File: src/rtl/rf_pkg.sv
// Shared constants, types and helpers for the multi-port register file.
package rf_pkg;

  localparam int unsigned ZERO_REG        = 0;
  localparam int unsigned PC_STEP_DEFAULT = 4;
  localparam int unsigned NREGS_MAX       = 32;

  // Scoreboard storage is sized for the largest supported register count.
  typedef logic [NREGS_MAX-1:0] sb_vec_t;

  // Address width that never collapses to zero bits.
  function automatic int unsigned aw_of(input int unsigned n);
    return (n <= 1) ? 1 : $clog2(n);
  endfunction

endpackage

File: src/rtl/rf_scoreboard.sv
// Per-register busy bits: set on issue, cleared by writeback or link, frozen on halt.
module rf_scoreboard import rf_pkg::*; #(
  parameter int unsigned NREGS = 32,
  parameter int unsigned NRD   = 2,
  parameter int unsigned AW    = aw_of(NREGS)
) (
  input  logic              clk_i,
  input  logic              rst_i,
  input  logic              halt_i,
  input  logic              set_en_i,
  input  logic [AW-1:0]     set_addr_i,
  input  logic              clr_a_en_i,
  input  logic [AW-1:0]     clr_a_addr_i,
  input  logic              clr_b_en_i,
  input  logic [AW-1:0]     clr_b_addr_i,
  input  logic [NRD*AW-1:0] lookup_addr_i,
  output logic [NRD-1:0]    busy_o
);

  sb_vec_t busy_q, busy_d;

  // Clears first so a same-cycle issue to the same register keeps it busy.
  always_comb begin
    busy_d = busy_q;
    if (clr_a_en_i) busy_d[clr_a_addr_i] = 1'b0;
    if (clr_b_en_i) busy_d[clr_b_addr_i] = 1'b0;
    if (set_en_i && (set_addr_i != AW'(ZERO_REG))) busy_d[set_addr_i] = 1'b1;
    busy_d[ZERO_REG] = 1'b0;
  end

  always_ff @(posedge clk_i) begin
    if (rst_i) begin
      busy_q <= '0;
    end else if (!halt_i) begin
      busy_q <= busy_d;
    end
  end

  always_comb begin
    busy_o = '0;
    for (int i = 0; i < NRD; i++) begin
      busy_o[i] = busy_q[lookup_addr_i[i*AW +: AW]];
    end
  end

endmodule

File: src/rtl/reg_file_mp.sv
// Parametrised CPU register file: NRD read ports with optional bypass, writeback and
// link write ports, program counter and busy scoreboard.
module reg_file_mp import rf_pkg::*; #(
  parameter int unsigned     XLEN     = 32,
  parameter int unsigned     NREGS    = 32,
  parameter int unsigned     NRD      = 2,
  parameter int unsigned     PC_STEP  = PC_STEP_DEFAULT,
  parameter logic [XLEN-1:0] RESET_PC = '0,
  parameter bit              BYPASS   = 1'b1,
  localparam int unsigned    AW       = aw_of(NREGS)
) (
  input  logic                  clk_i,
  input  logic                  rst_i,
  input  logic                  halt_i,
  input  logic [NRD*AW-1:0]     rd_addr_i,
  output logic [NRD*XLEN-1:0]   rd_data_o,
  output logic [NRD-1:0]        rd_busy_o,
  input  logic                  wb_en_i,
  input  logic [AW-1:0]         wb_addr_i,
  input  logic [XLEN-1:0]       wb_data_i,
  input  logic                  pc_load_i,
  input  logic [XLEN-1:0]       pc_load_val_i,
  input  logic [AW-1:0]         link_addr_i,
  input  logic                  pc_freeze_i,
  input  logic                  issue_en_i,
  input  logic [AW-1:0]         issue_rd_i,
  output logic                  wr_collision_o,
  output logic [XLEN-1:0]       pc_out_o,
  output logic [NREGS*XLEN-1:0] reg_dump_o
);

  logic [XLEN-1:0] regs_q [NREGS];
  logic [XLEN-1:0] pc_q, pc_d, link_val;
  logic            commit, link_we, wb_we, collision, wr_collision_q;

  assign commit    = !rst_i && !halt_i;
  assign link_val  = pc_q + XLEN'(PC_STEP);
  assign link_we   = commit && pc_load_i && (link_addr_i != AW'(ZERO_REG));
  assign collision = link_we && wb_en_i && (wb_addr_i == link_addr_i);
  assign wb_we     = commit && wb_en_i && (wb_addr_i != AW'(ZERO_REG)) && !collision;

  always_comb begin
    pc_d = pc_q + XLEN'(PC_STEP);
    if (pc_load_i) begin
      pc_d = pc_load_val_i;
    end else if (pc_freeze_i) begin
      pc_d = pc_q;
    end
  end

  // x0 is never a write target, so its reset value of zero persists.
  always_ff @(posedge clk_i) begin
    if (rst_i) begin
      pc_q           <= RESET_PC;
      wr_collision_q <= 1'b0;
      for (int r = 0; r < NREGS; r++) regs_q[r] <= '0;
    end else begin
      wr_collision_q <= collision;
      if (!halt_i) pc_q <= pc_d;
      if (wb_we) regs_q[wb_addr_i] <= wb_data_i;
      if (link_we) regs_q[link_addr_i] <= link_val;
    end
  end

  logic [AW-1:0]   ra;
  logic [XLEN-1:0] rv;

  // Link is checked after writeback so a colliding link value is what gets forwarded.
  always_comb begin
    rd_data_o = '0;
    ra        = '0;
    rv        = '0;
    for (int i = 0; i < NRD; i++) begin
      ra = rd_addr_i[i*AW +: AW];
      rv = regs_q[ra];
      if (BYPASS && wb_we && (ra == wb_addr_i)) rv = wb_data_i;
      if (BYPASS && link_we && (ra == link_addr_i)) rv = link_val;
      if (ra == AW'(ZERO_REG)) rv = '0;
      rd_data_o[i*XLEN +: XLEN] = rv;
    end
  end

  for (genvar r = 0; r < NREGS; r++) begin : g_dump
    assign reg_dump_o[r*XLEN +: XLEN] = regs_q[r];
  end

  assign pc_out_o       = pc_q;
  assign wr_collision_o = wr_collision_q;

  rf_scoreboard #(
    .NREGS(NREGS),
    .NRD  (NRD),
    .AW   (AW)
  ) u_scoreboard (
    .clk_i        (clk_i),
    .rst_i        (rst_i),
    .halt_i       (halt_i),
    .set_en_i     (issue_en_i),
    .set_addr_i   (issue_rd_i),
    .clr_a_en_i   (wb_en_i),
    .clr_a_addr_i (wb_addr_i),
    .clr_b_en_i   (pc_load_i),
    .clr_b_addr_i (link_addr_i),
    .lookup_addr_i(rd_addr_i),
    .busy_o       (rd_busy_o)
  );

endmodule

File: config.mk
export PLATFORM = sky130hd
export DESIGN_NAME = reg_file_mp
export DESIGN_NICKNAME = d
export VERILOG_FILES = /design/src/rtl/rf_pkg.sv /design/src/rtl/rf_scoreboard.sv /design/src/rtl/reg_file_mp.sv
export SDC_FILE = /design/constraint.sdc
export NUM_CORES = 2
export LEC_CHECK = 0
export CAP_MARGIN = 20
export CORE_MARGIN = 2
export CORE_UTILIZATION = 25
export DETAILED_ROUTE_END_ITERATION = 12
export PLACE_DENSITY = 0.54
export SYNTH_ARGS = -nofsm -noshare
export SYNTH_HDL_FRONTEND = slang
export SYNTH_SLANG_ARGS = --single-unit
File: constraint.sdc
create_clock -name clk_i -period 9.15 [get_ports clk_i]
set_input_delay 1.3725 -clock clk_i [delete_from_list [all_inputs] [get_ports clk_i]]
set_output_delay 1.3725 -clock clk_i [all_outputs]
set_load 0.03 [all_outputs]
# ---- Word level (Yosys, flattened, before mapping)
# Memories as Yosys holds them, arrays and structs flattened.
# Cells that the tools add are included.
dict set report word_totals {
  reg_bits 64
  mem_bits_rw 1024
  mem_count 1
  elab_cells 87
}
dict set report classes {
  n_eq_ne 6
  reduce_logical 27
  bitwise 6
  order_cmp 8
  muxes 35
  add_sub_neg 1
}
# name words word_bits read_ports rd_clocked_by_memory_dff write_ports line_no
set mem_list {}
lappend mem_list {regs_q 32 32 34 0 32 reg_file_mp.sv:32} ;# logic [XLEN-1:0] regs_q [NREGS];
# op n
set ops {}
lappend ops {{$mux W32} 13}
lappend ops {{$and A32 B32 Y32} 2}
lappend ops {{$not A32 Y32} 2}
lappend ops {{$reduce_or A32 Y1} 2}
lappend ops {{$add A32 B3 Y32 const B} 1}
lappend ops {{$or A32 B32 Y32} 1}
lappend ops {{$lt A5 B6 Y1 const B} 5}
lappend ops {{$eq A5 B5 Y1} 5}
lappend ops {{$logic_and A1 B1 Y1} 16}
lappend ops {{$demux W1 S5} 3}
lappend ops {{$ge A5 B1 Y1 const B} 3}
lappend ops {{$mux W1} 15}
lappend ops {{$reduce_bool A5 Y1} 3}
lappend ops {{$bmux W1 S5} 2}
lappend ops {{$logic_not A5 Y1} 2}
lappend ops {{$mux W5} 2}
lappend ops {{$logic_not A1 Y1} 3}
lappend ops {{$ne A2 B2 Y1 const B} 1}
lappend ops {{$reduce_and A2 Y1} 1}
lappend ops {{$not A1 Y1} 1}

# ---- Longest topological paths before layout
dict set report depth {
  depth_word 13
  mapped_depth 10
  ltp_nobuf 7
}

# ---- Cells and area by module
# A second synthesis with hierarchy kept.
dict set report unflattened {
  hier_cells 5381
  hier_area_um2 64281.7
}
# module n_inst area_each_um2 seq_area_each_um2 cells_per_inst
set modules_own_cells {}
lappend modules_own_cells {reg_file_mp 1 62080.8 31410.1 5098}
lappend modules_own_cells {rf_scoreboard 1 2200.9 620.6 283}

# ---- Worst setup path after synthesis
# OpenSTA, ideal clock, no wires.
dict set report synth_path {
  kind {input -> output}
  startpoint {input link_addr_i[4]}
  endpoint {output rd_data_o[32]}
  path_buffers 2
  cell_stages 8
  required_time_ps 7777
  t_arrival_ps 3471
  setup_slack_ps 4306
  cell_sequence {buf_2 -> xor2_1 -> a211o_1 -> o211ai_1 -> o211a_1 -> clkbuf_1 -> o21ai_0 -> o21ai_0}
}
dict set report synth_between {
  elab_chain_len 10
  word_cells_on_any_way 13
  classes_between {eq/ne (2); mux (3); reduce/logical (8)}
}
# element line_no
set synth_rtl {}
lappend synth_rtl {{start, declared} reg_file_mp.sv:23} ;# input logic [AW-1:0] link_addr_i,
lappend synth_rtl {{$reduce_bool A5 Y1} reg_file_mp.sv:38} ;# assign link_we = commit && pc_load_i && (link_addr_i != AW'(ZERO_REG));
lappend synth_rtl {{$logic_and A1 B1 Y1} reg_file_mp.sv:38}
lappend synth_rtl {{$logic_and A1 B1 Y1 (2 in series)} reg_file_mp.sv:39} ;# assign collision = link_we && wb_en_i && (wb_addr_i == link_addr_i);
lappend synth_rtl {{$logic_not A1 Y1} reg_file_mp.sv:40} ;# assign wb_we = commit && wb_en_i && (wb_addr_i != AW'(ZERO_REG)) && !collision;
lappend synth_rtl {{$logic_and A1 B1 Y1} reg_file_mp.sv:40}
lappend synth_rtl {{$logic_and A1 B1 Y1} reg_file_mp.sv:76} ;# if (BYPASS && wb_we && (ra == wb_addr_i)) rv = wb_data_i;
lappend synth_rtl {{$mux W32} reg_file_mp.sv:76}
lappend synth_rtl {{$mux W32 *} reg_file_mp.sv:77} ;# if (BYPASS && link_we && (ra == link_addr_i)) rv = link_val;
lappend synth_rtl {{$mux W32 *} reg_file_mp.sv:78} ;# if (ra == AW'(ZERO_REG)) rv = '0;
lappend synth_rtl {{end, declared} reg_file_mp.sv:16} ;# output logic [NRD*XLEN-1:0] rd_data_o,
# Every way passes the cells marked *; elsewhere a longest branch is shown, timed or not.

# ---- Worst setup path after layout
dict set report layout_path {
  startpoint {input link_addr_i[3]}
  endpoint {output rd_data_o[26]}
}
# Same word-level chain as after synthesis.

==> summary.md <==
| Metric | Value |
|---|---|
| Status | complete, no violations |
| Hold path depth | 2 |
| Synth Flop Type | edfxtp_1 |
| Hold Fails Final Rpt | 0 |
| Crit start category | input port |
| Hold buffers post-CTS | 0 |
| Setup CP Type | input port to output pin |
| Core outline area | 0.254 mm² |
| Nets | 6356 |
| CTS Buf Count | 140 |
| Main combinational cell family by area after synthesis | multiplexers |
| Worst R2R Path Depth | 6 |
| Reg clk slew, reported paths | 60 ps |
| Period utilization | 79.9% |
| First-pass GRT wire length | 555000 µm |
| Final setup vio count | 0 |
| Die ar. | 0.260 mm² |
| Relative slew slack | 13.2% |
| Worst slew pin tran | 1290 ps |
| Post-synth EDFFs | 1024 |
| Mapped Cells | 5349 |
| Reg2reg start | pc_out_o[2]$_SDFFE_PP0P_ |
| Final core utilization | 33.3% |
| DRT iter0 DRCs | 10.1k |
| Layout area overhead | 32.4% |
| Hold Path End | u_scoreboard.busy_q[20]$_SDFFE_PP0N_ |
| Post-layout min period | 7310 ps |
| Pins Over Slew Limit | 0 |
| Worst r2r dst | regs_q[28][27]$_DFFE_PP_ |
| Synth Register Bits | 1088 |
| I/O pins | 1219 |
| Number of iterations in the first detailed-routing pass | 7 |
| Antenna Violating Nets Remaining | 0 |
| Post_cts resized | 0 |
| Drt drc | 0 |
| Reg2Reg Setup Slack | 4770 ps |
| Mapped Avg Cell Area | 12.0 µm² |
| # Post-CTS Setup Buffers | 0 |
| P_leak | 27.8 nW |
| Via density | 6.09 |
| Initial core utilization | 25.1% |
| Dpl ws | 1960 ps |
| XOR/XNOR share of the synthesized area | 0.726% |
| Hold crit path type | flip-flop to flip-flop |
| Total wire length | 431000 µm |
| H-Tree Depth | 4 |
| Distinct cell type count after synthesis | 71 |
| Worst Path Required | 7780 ps |
| Cell Rows | 185 |
| WL/cell | 44.2 µm |
| Post-Route Setup TNS | 0 ps |
| Pwr per Cell Area | 170 mW/mm² |
| Post-DP HPWL | 319000 µm |
| Peak supply drop | 0.167 mV |
| Synth warn | 0 |
| Share of cells above drive strength 1 | 15.7% |
| IO Port Bufs | 1218 |
| Routed vias | 59.5k |
| MaxCap Viol Count | 0 |
| Largest net degree at the start of global routing | 79 |
| Initial antenna violation count | 42 |
| Synth async-reset ratio | 0% |
| TritonCTS clock tree | yes |
| Hold_sp | u_scoreboard.busy_q[20]$_SDFFE_PP0N_ |
| Achievable Freq | 137 MHz |
| Gr ovfl total | 0 |
| Vias in the first global route | 54.1k |
| Clk_skew | 37.3 ps |
| Hold_ws | 492 ps |
| Worst-skew pair later-pin latency | 820 ps |
| Compound-Gate Fraction of Synth Area | 16.7% |
| Die height | 510 µm |
| Setup repair after global routing missed its margin | no |
| Sink Count | 1088 |
| Root buffer cell | clkbuf_16 |
| Post-synthesis mux area share | 19.5% |
| Post-Synth Simple-Gate Area | 8.10% |
| Post-Syn Area | 0.0640 mm² |
| Sequential cell area fraction in the yosys report | 50.1% |
| Adder-Cell Fraction of Synth Area | 0.0196% |
| GR Util All Layers | 31.9% |
| Setup ws final | 1840 ps |
| Max clock buf depth | 3 |
| Worst path arrival time | 5940 ps |
| Chip width | 510 µm |
| GP Congestion | 0.985 |
| CP Max Fanout | 17 |
| Crit. End Element | output pin |
## layer usage
metal  share of wire (%)  wire length [µm]  global-route usage, %  vias to the layer above
met5               0.021                90                      0                        -
met4                 5.5             23700                   14.0                       16
met3                  13             57600                   11.4                      765
met2                  42            180000                   46.2                     5233
met1                  39            170000                   42.6                    30600
li1                    -                 -                      -                    22800
## worst max path at each step
stage                               from       endpoint  slack [ps]  cells past startpoint
final                     link_addr_i[3]  rd_data_o[26]        1840                      9
after global routing      link_addr_i[3]  rd_data_o[26]        1830                      9
after CTS                 link_addr_i[3]  rd_data_o[26]        1960                      9
after detailed placement  link_addr_i[3]  rd_data_o[26]        1960                      9
after global placement            halt_i  rd_data_o[29]        1580                      7
after floorplan           link_addr_i[4]  rd_data_o[32]        4310                      8
## cell usage in the layout, fill, tap and decap left out, types with 13 or more instances in the layout
cell / n
nor2_4: 13
nand2_1: 694
nand4_1: 52
buf_12: 21
nand2_2: 23
nand3_1: 71
diode_2: 23
o211ai_1: 26
a22oi_1: 231
o21ai_1: 65
nor3_4: 14
dfxtp_1: 62
mux2i_1: 397
buf_4: 196
clkinv_2: 23
clkinv_1: 20
clkdlybuf4s50_1: 1200
o21ai_0: 558
xnor2_2: 13
o2bb2ai_1: 348
clkbuf_1: 28
edfxtp_1: 1024
mux2_2: 48
o22ai_1: 40
or3_2: 31
a21oi_1: 66
a221o_1: 32
a22o_1: 107
mux4_2: 354
clkbuf_16: 144
xor2_1: 13
a211oi_1: 43
xor2_4: 15
conb_1: 32
nor2_1: 127
## per-stage QoR
stage,power [mW],cells,area (µm²)
final,14.4,9757,84700
after global routing,14.6,9738,84700
after CTS,14.3,9732,84600
after detailed placement,8.67,9481,80000
after global placement,8.66,9467,79800
after floorplan,7.22,5380,64100
## report_power, final
group / leakage (nW) / internal (mW) / switching, mW / total [mW]
registers: 11.1 / 5.63 / 0.284 / 5.91
logic: 14.5 / 0.885 / 1.85 / 2.73
clock network: 2.24 / 3.24 / 2.48 / 5.73
## cell type report
type | instances | area [µm²]
flip-flops and latches | 1088 | 32000
fillers | 25000 | 170000
multi-input cells | 3584 | 29700
diodes | 23 | 57.6
inverters | 10 | 37.5
clock buffers | 174 | 3740
well taps | 3366 | 4210
repair buffers | 1435 | 14100
clock inverters | 77 | 880
## critical path: stages
cell             delay, ps
clkdlybuf4s50_1       1010
nor3_4                 210
a211o_1                410
o211a_1                320
a211oi_4               880
buf_4                  420
a22oi_1                100
o21ai_0                350
clkdlybuf4s50_1        820
## cell usage after synthesis, types with 65 or more instances
master | instances | area share [%]
a22o_1 | 107 | 1.5
a22oi_1 | 231 | 2.7
mux2i_1 | 397 | 6.2
clkbuf_1 | 392 | 2.3
o21ai_0 | 558 | 4.4
buf_2 | 183 | 1.4
o2bb2ai_1 | 348 | 4.8
nor2_1 | 131 | 0.77
edfxtp_1 | 1024 | 48
nand3_1 | 72 | 0.56
o21ai_1 | 65 | 0.51
a21oi_1 | 67 | 0.52
nand2_1 | 717 | 4.2
mux4_2 | 354 | 12
## sequential cells by signal (all words and copies together) (netlist names)
signal and count:
regs_q 1024, pc_out_o 32, u_scoreboard.busy_q 31, wr_collision_o 1
## cell families (layout without fill, tap and decap cells)
group | after synthesis | after routing
other | 1 | 55
muxes | 799 | 799
buffers and inverters | 708 | 1696
xor gates and xnor gates | 53 | 53
AOI/OAI and AO/OA | 1565 | 1565
DFF | 1088 | 1088
and+or+nand+nor | 1134 | 1134
adders and majority gates | 1 | 1
(Power assumes the default switching activity.)
